<file path="config.mk">
export PLATFORM = sky130hd
export DESIGN_NAME = fwd_hazard_unit
export DESIGN_NICKNAME = d
export VERILOG_FILES = /design/src/rtl/fwd_hazard_unit.sv
export SDC_FILE = /design/constraint.sdc
export NUM_CORES = 1
export LEC_CHECK = 0
export BUFFER_PORTS_ARGS = -buffer_cell sky130_fd_sc_hd__buf_2
export CORE_UTILIZATION = 47
export DETAILED_ROUTE_END_ITERATION = 6
export PLACE_DENSITY = 0.91
export SYNTH_ARGS = -nofsm -noshare
export SYNTH_HDL_FRONTEND = slang
export SYNTH_SLANG_ARGS = --single-unit
</file>
<file path="constraint.sdc">
create_clock -name clk -period 2.1 [get_ports clk]
set_clock_uncertainty 0.05 [all_clocks]
set_input_delay 0.21 -clock clk [delete_from_list [all_inputs] [get_ports clk]]
set_output_delay 0.21 -clock clk [all_outputs]
set_load 0.03 [all_outputs]
</file>
<file path="src/rtl/fwd_hazard_unit.sv">
// Forwarding and load-use hazard unit.
// Picks the EX-stage operand sources (ALU A/B and store data) from the
// pipeline registers. Detects ID-stage load-use hazards and drives a small
// stall FSM that holds PC and IF/ID and bubbles ID/EX. A saturating counter
// of detected hazards is kept for performance debug.
module fwd_hazard_unit #(
  parameter int REG_AW     = 4,
  parameter int LOAD_STALL = 1,
  parameter int CNT_W      = 16
) (
  input  logic              clk,
  input  logic              rst,
  input  logic [REG_AW-1:0] id_rs,
  input  logic [REG_AW-1:0] id_rt,
  input  logic              id_use_rs,
  input  logic              id_use_rt,
  input  logic [REG_AW-1:0] ex_rs,
  input  logic [REG_AW-1:0] ex_rt,
  input  logic [REG_AW-1:0] ex_rd,
  input  logic              ex_is_store,
  input  logic              ex_is_load,
  input  logic [REG_AW-1:0] ex_waddr,
  input  logic              exmem_wen,
  input  logic [REG_AW-1:0] exmem_waddr,
  input  logic              exmem_is_load,
  input  logic              memwb_wen,
  input  logic [REG_AW-1:0] memwb_waddr,
  input  logic              mem_busy,
  output logic [1:0]        forwardA,
  output logic [1:0]        forwardB,
  output logic [1:0]        fwd_store,
  output logic              pc_hold,
  output logic              ifid_hold,
  output logic              idex_bubble,
  output logic [CNT_W-1:0]  stall_events
);

  typedef enum logic {
    IDLE,
    STALL
  } state_t;

  localparam logic [1:0] FWD_EXMEM = 2'b10;
  localparam logic [1:0] FWD_MEMWB = 2'b01;
  localparam logic [1:0] FWD_RF    = 2'b00;
  localparam logic [1:0] CNT_LOAD  = 2'(LOAD_STALL - 1);

  state_t     state;
  logic [1:0] cnt;
  logic       stall_q;
  logic       exmem_ok;
  logic       memwb_ok;
  logic       haz;
  logic       assist;

  // A stage is a usable source only if it writes a non-zero register; a load
  // in EX/MEM has no data yet, so it can never forward from there.
  always_comb begin
    exmem_ok = exmem_wen && (exmem_waddr != '0) && !exmem_is_load;
    memwb_ok = memwb_wen && (memwb_waddr != '0);
  end

  // Operand source selection, EX/MEM taking priority over MEM/WB.
  always_comb begin
    forwardA  = FWD_RF;
    forwardB  = FWD_RF;
    fwd_store = FWD_RF;
    if (exmem_ok && (exmem_waddr == ex_rs))      forwardA = FWD_EXMEM;
    else if (memwb_ok && (memwb_waddr == ex_rs)) forwardA = FWD_MEMWB;
    if (exmem_ok && (exmem_waddr == ex_rt))      forwardB = FWD_EXMEM;
    else if (memwb_ok && (memwb_waddr == ex_rt)) forwardB = FWD_MEMWB;
    if (ex_is_store) begin
      if (exmem_ok && (exmem_waddr == ex_rd))      fwd_store = FWD_EXMEM;
      else if (memwb_ok && (memwb_waddr == ex_rd)) fwd_store = FWD_MEMWB;
    end
  end

  // Load in ID/EX whose destination is read by the instruction in IF/ID.
  always_comb begin
    haz = ex_is_load && (ex_waddr != '0) &&
          ((id_use_rs && (id_rs == ex_waddr)) ||
           (id_use_rt && (id_rt == ex_waddr)));
  end

  // Same-cycle assist so the detection cycle itself is held; masked while
  // reset is asserted so the holds drop immediately on reset.
  always_comb begin
    assist      = (state == IDLE) && haz && !rst;
    pc_hold     = stall_q | assist;
    ifid_hold   = stall_q | assist;
    idex_bubble = stall_q | assist;
  end

  // Stall FSM: counts bubble cycles, freezes while memory is busy, and
  // tallies each accepted hazard with saturation.
  always_ff @(posedge clk or posedge rst) begin
    if (rst) begin
      state        <= IDLE;
      cnt          <= '0;
      stall_q      <= 1'b0;
      stall_events <= '0;
    end else begin
      case (state)
        IDLE: begin
          if (haz && !mem_busy) begin
            state   <= STALL;
            cnt     <= CNT_LOAD;
            stall_q <= 1'b1;
            if (stall_events != '1) stall_events <= stall_events + 1'b1;
          end
        end
        STALL: begin
          if (!mem_busy) begin
            if (cnt == 2'd0) begin
              state   <= IDLE;
              stall_q <= 1'b0;
            end else begin
              cnt <= cnt - 2'd1;
            end
          end
        end
        default: begin
          state   <= IDLE;
          stall_q <= 1'b0;
        end
      endcase
    end
  end

endmodule
</file>
* After elaboration in Yosys (flattened, before gate mapping)
Index checks and enable logic that the tools add are counted.
** Cells by class
- $add $sub $neg :: 2
- Equality and inequality tests :: 13
- Muxes and demuxes :: 19
- Bitwise logic cells :: 2
- Reduce and logical (&&, ||, !) cells :: 27
** Operators by type and width (number)
- $eq 4x4->1 :: 8
- $add 16x1->16 const B :: 1
- $logic_and 1x1->1 :: 16
- $ne 16x16->1 const B :: 1
- $mux 2 :: 7
- $reduce_bool 4->1 :: 3
- $mux 1 :: 9
- $reduce_and 3->1 :: 3
- $ne 2x1->1 const B :: 2
- $ne 2x2->1 const B :: 2
- $pmux 1 s2 :: 2
- $pmux 2 s2 :: 1
- $logic_not 1->1 :: 3
- $logic_not 2->1 :: 1
- $sub 2x1->2 const B :: 1
- $logic_or 1x1->1 :: 1
- $not 1->1 :: 1
- $or 1x1->1 :: 1
** Storage, ports and cells
- Register bits :: 20
- Output and inout bits :: 25

* Depth between registers and ports, before layout
- Depth in word-level cells :: 7
- Depth in mapped cells :: 7
- Mapped depth without buffers :: 6

* Least setup slack after synthesis
No wires, ideal clock.
- Path kind :: in2out
- Start point :: input exmem_waddr[0]
- End point :: output fwd_store[0]
- Arrival :: 1.859 ns
- Required time :: 1.840 ns
- Setup slack :: -0.019 ns
- Stages on the path :: 4
- Path buffers :: 0
- Cell sequence :: or4_1 -> nand3b_1 -> nor2_1 -> nor4_1
** Between the ends
- Cells in the longest elaborated chain, start to end :: 6
- Elaborated cells on any way between the ends :: 7
- Classes of those cells :: eq/ne (1); mux (2); reduce/logical (4)
** Ends and longest elaborated chain
- start: declaration :: line 24 : input logic [REG_AW-1:0] exmem_waddr,
- $reduce_bool 4->1 :: line 59 : exmem_ok = exmem_wen && (exmem_waddr != '0) && !exmem_is_load;
- $logic_and 1x1->1 (2 in series) :: line 59
- $logic_and 1x1->1 * :: line 73 : if (exmem_ok && (exmem_waddr == ex_rd)) fwd_store = FWD_EXMEM;
- $mux 2 * :: line 73
- $mux 2 * :: line 72 : if (ex_is_store) begin
- end: declaration :: line 31 : output logic [1:0] fwd_store,
Mark *: on every way between the ends. The rest lies on a longest branch, timed or not.

* Worst setup path after layout
- Start point :: register stall_events[3]
- End point :: register stall_events[11]
** Between the ends
- Cells in the longest elaborated chain, start to end :: 2
- Elaborated cells on any way between the ends :: 3
- Classes of those cells :: add/sub (1); eq/ne (1); reduce/logical (1)
** Ends and longest elaborated chain
- start: declaration :: line 35 : output logic [CNT_W-1:0] stall_events
- start signal: assignment :: line 109 : if (stall_events != '1) stall_events <= stall_events + 1'b1;
- branches (longest 2 deep; another with $add 16x1->16)
Parallel ways; which one is timed is not known.
A chain may end at the register's enable or synchronous reset.

==> flow_summary_export.csv <==
group,metric,value,unit
outcome,status,"finished, violations left",
outcome,failed_checks,"hold timing",
clocking,htree_levels,1,
grt,antenna_found_initial,0,
pwr,vdd_drop_max,403,uV
synth,yosys.area_share.simple,0.279,
timing,rsz0062_at_grt,"no",
timing,finalCritPeriodShare,0.882,
pwr,power.internal,0.722,mW
critical_path,startpoint_type,"flip-flop",
job,max-cap-violations,0,
timing,drv_slew,0,
synth,ys_seq_elements,20,
finish,fin_area,1900,um2
grt,grt_start_max_net_pins,21,
floorplan,core-area,3030,um2
critical_path,critPathMaxFanout,5,
pwr,p_switching,0.443,mW
timing,slew_headroom,0.507,
clocking,cts_setup_buffers,0,
floorplan,die_area,3380,um2
clocking,path_clk_slew,120,ps
synth,synthMuxAreaShare,0.0211,
drt,drc,0,
critical_path,path_class,"reg2reg",
floorplan,die_w,58.2,um
placed_design,post_dp_cell_area,1870,um2
grt,grt_usage,0.221,
drt,drtAntennaViolNets,0,
pwr,swShare,0.380,
synth,ys_seq_area_frac,0.338,
drt,dr.pass1.iters,4,
clocking,cts_inserted_buffers,3,
clocking,clockBufferDepth,2,
grt,grt_pass1_vias,1424,
synth,synth_top_family_by_area,"simple AND/OR/NAND/NOR gates",
floorplan,die_height,58.2,um
drt,viasPerCell,5.30,
clocking,cts_root_buf,"clkbuf_4",
drt,wire_per_inst,12.7,um
critical_path,endpoint_kind,"flip-flop",
critical_path,arrival,2040,ps
synth,ys_warn_count,0,
placed_design,hpwl,2850,um
synth,synth_area_per_cell,9.32,um2
timing,timing.final.crit_period,1850,ps
placed_design,dp_worst_setup_slack,161,ps
timing,hold_slack,-19.7,ps
timing,finalSetupViolCount,0,
grt,grt_pass1_wl,5870,um
synth,syn_inst,159,
timing,hold_viol,20,
finish,drive_above_1_share,0.361,
drt,wl,3440,um
hold_path,hp-class,"in2async",
timing,setup_slack,248,ps
critical_path,worstPathRequired,2290,ps
synth,synthAdderAreaFrac,0.0169,
pwr,p_leak,0.928,nW
clocking,cts_sinks,20,
synth,synth-compound-area-share,0.0380,
finish,area_growth,28.4,%
finish,fin_nets,272,
grt,grt-ovfl-total,0,
drt,drtIter0Drc,38,
clocking,cts_resized,0,
pwr,power.share.combinational,0.390,
synth,synthesis.area,1480,um2
timing,tightest_slew,738,ps
synth,synth_cell_types,32,
placed_design,io_buffers,66,
timing,fin_tns_setup,0,ps
clocking,postCtsHoldBufs,0,
timing,timing.fmax,0.540,GHz
floorplan,io_pins,67,
pwr,seqPwrFrac,0.417,
clocking,cts_tree,"done",
floorplan,initial_core_util,0.490,
synth,synth_fp_nets,203,
pwr,p_clk_frac,0.193,
clocking,insertion_delay,300,ps
placed_design,gp_congestion,0.838,
drt,vias,1436,
floorplan,rows,20,
synth,synth-xor-area-share,0.266,
pwr,powerDensity,612,nW/um2
finish,diodes,0,
## flip-flops by register name, indices dropped and copies added, names as in the netlist
| register | count |
|---|---|
| stall_events | 16 |
| cnt | 2 |
| stall_q | 1 |
| state | 1 |
## cells in the mapped netlist
| library cell | count | area [um2] |
|---|---|---|
| a21o_1 | 2 | 15.0 |
| a21oi_1 | 1 | 5.00 |
| a31oi_1 | 1 | 6.26 |
| and2_1 | 2 | 12.5 |
| buf_1 | 1 | 3.75 |
| buf_2 | 1 | 5.00 |
| buf_4 | 2 | 15.0 |
| buf_6 | 1 | 11.3 |
| dfrtp_1 | 20 | 500 |
| ha_1 | 2 | 25.0 |
| inv_1 | 7 | 26.3 |
| mux2_2 | 1 | 11.3 |
| mux2i_1 | 2 | 20.0 |
| nand2_1 | 10 | 37.5 |
| nand2b_1 | 1 | 6.26 |
| nand3_1 | 8 | 40.0 |
| nand3b_1 | 1 | 7.51 |
| nand4_1 | 10 | 62.6 |
| nor2_1 | 9 | 33.8 |
| nor3_1 | 9 | 45.0 |
| nor3b_1 | 2 | 15.0 |
| nor4_1 | 8 | 50.1 |
| nor4_2 | 4 | 50.1 |
| nor4_4 | 1 | 21.3 |
| nor4b_1 | 2 | 17.5 |
| o21ai_0 | 1 | 5.00 |
| o21ai_2 | 1 | 8.76 |
| o21bai_1 | 1 | 7.51 |
| o41ai_1 | 1 | 8.76 |
| or4_1 | 2 | 15.0 |
| xnor2_1 | 27 | 236 |
| xor2_1 | 18 | 158 |
## per-stage QoR
stage	hold WS, ps	utilization	total power, mW	cells
floorplan	124	-	0.817	159
global placement	332	0.617	0.933	267
detailed placement	343	0.617	0.951	267
CTS	10.5	0.629	1.17	271
global route	37.2	0.629	1.24	271
finish	-19.7	0.629	1.16	271
## power groups by stage
| stage | Combinational [mW] | Sequential, mW | Clock, mW |
|---|---|---|---|
| 6_report | 0.455 | 0.485 | 0.225 |
| 5_1_grt | 0.502 | 0.495 | 0.242 |
| 4_1_cts | 0.458 | 0.486 | 0.228 |
| 3_3_place_gp | 0.441 | 0.492 | 0 |
| 3_5_place_dp | 0.457 | 0.494 | 0 |
| 2_1_floorplan | 0.292 | 0.525 | 0 |
## layout make-up
type / count / area, um2
clock buffers: 4 / 36.3
fillers: 249 / 1120
inverters: 7 / 26.3
multi-input cells: 127 / 933
flip-flops and latches: 20 / 500
well taps: 44 / 55.1
repair buffers: 69 / 353
## worst max-delay path: stages (launching register included)
cell	delay, ps
dfrtp_1	440
nand4_1	230
nor3_1	340
nand4_1	200
nor4b_1	350
xor2_1	170
## cell families after synthesis
logic type | Yosys count
and+or+nand+nor | 69
AOI/OAI and AO/OA | 8
buffers and inverters | 12
DFF | 20
muxes | 3
xor gates and xnor gates | 45
adders and majority gates | 2
## worst paths after layout
check	slack (ps)	from	to	depth (start not counted)
worst max-delay path	250	stall_events[3]	stall_events[11]	5
worst min-delay path	-20	rst	stall_events[0]	2
worst max register to register	250	stall_events[3]	stall_events[11]	5
worst min register to register	450	stall_events[13]	stall_events[13]	1
max in group asynchronous	1550	rst	cnt[0]	2
min in group clk	340	mem_busy	cnt[1]	3
## layer usage
metal  global-route usage  share of wire
met3               0.0134          0.044
met1                0.260           0.41
met2                0.425           0.54
met4               0.0646         0.0087
met5                    0              0
## layout by cell type (no fill, tap or decap)
master / n
buf_2: 66
xnor2_1: 27
dfrtp_1: 20
xor2_1: 18
nand2_1: 10
nand4_1: 10
nor3_1: 9
nor2_1: 9
nand3_1: 8
inv_1: 7
nor4_2: 6
nor4_1: 6
clkbuf_4: 3
buf_4: 3
nor3b_1: 2
and2_1: 2
or4_1: 2
mux2i_1: 2
a21o_1: 2
nor4b_1: 2
ha_1: 2
o21ai_2: 1
nand2b_1: 1
a21oi_1: 1
o21ai_0: 1
mux2_2: 1
nor4_4: 1
nand3b_1: 1
o41ai_1: 1
o21bai_1: 1
a31oi_1: 1
clkbuf_8: 1
(Power assumes the default switching activity.)
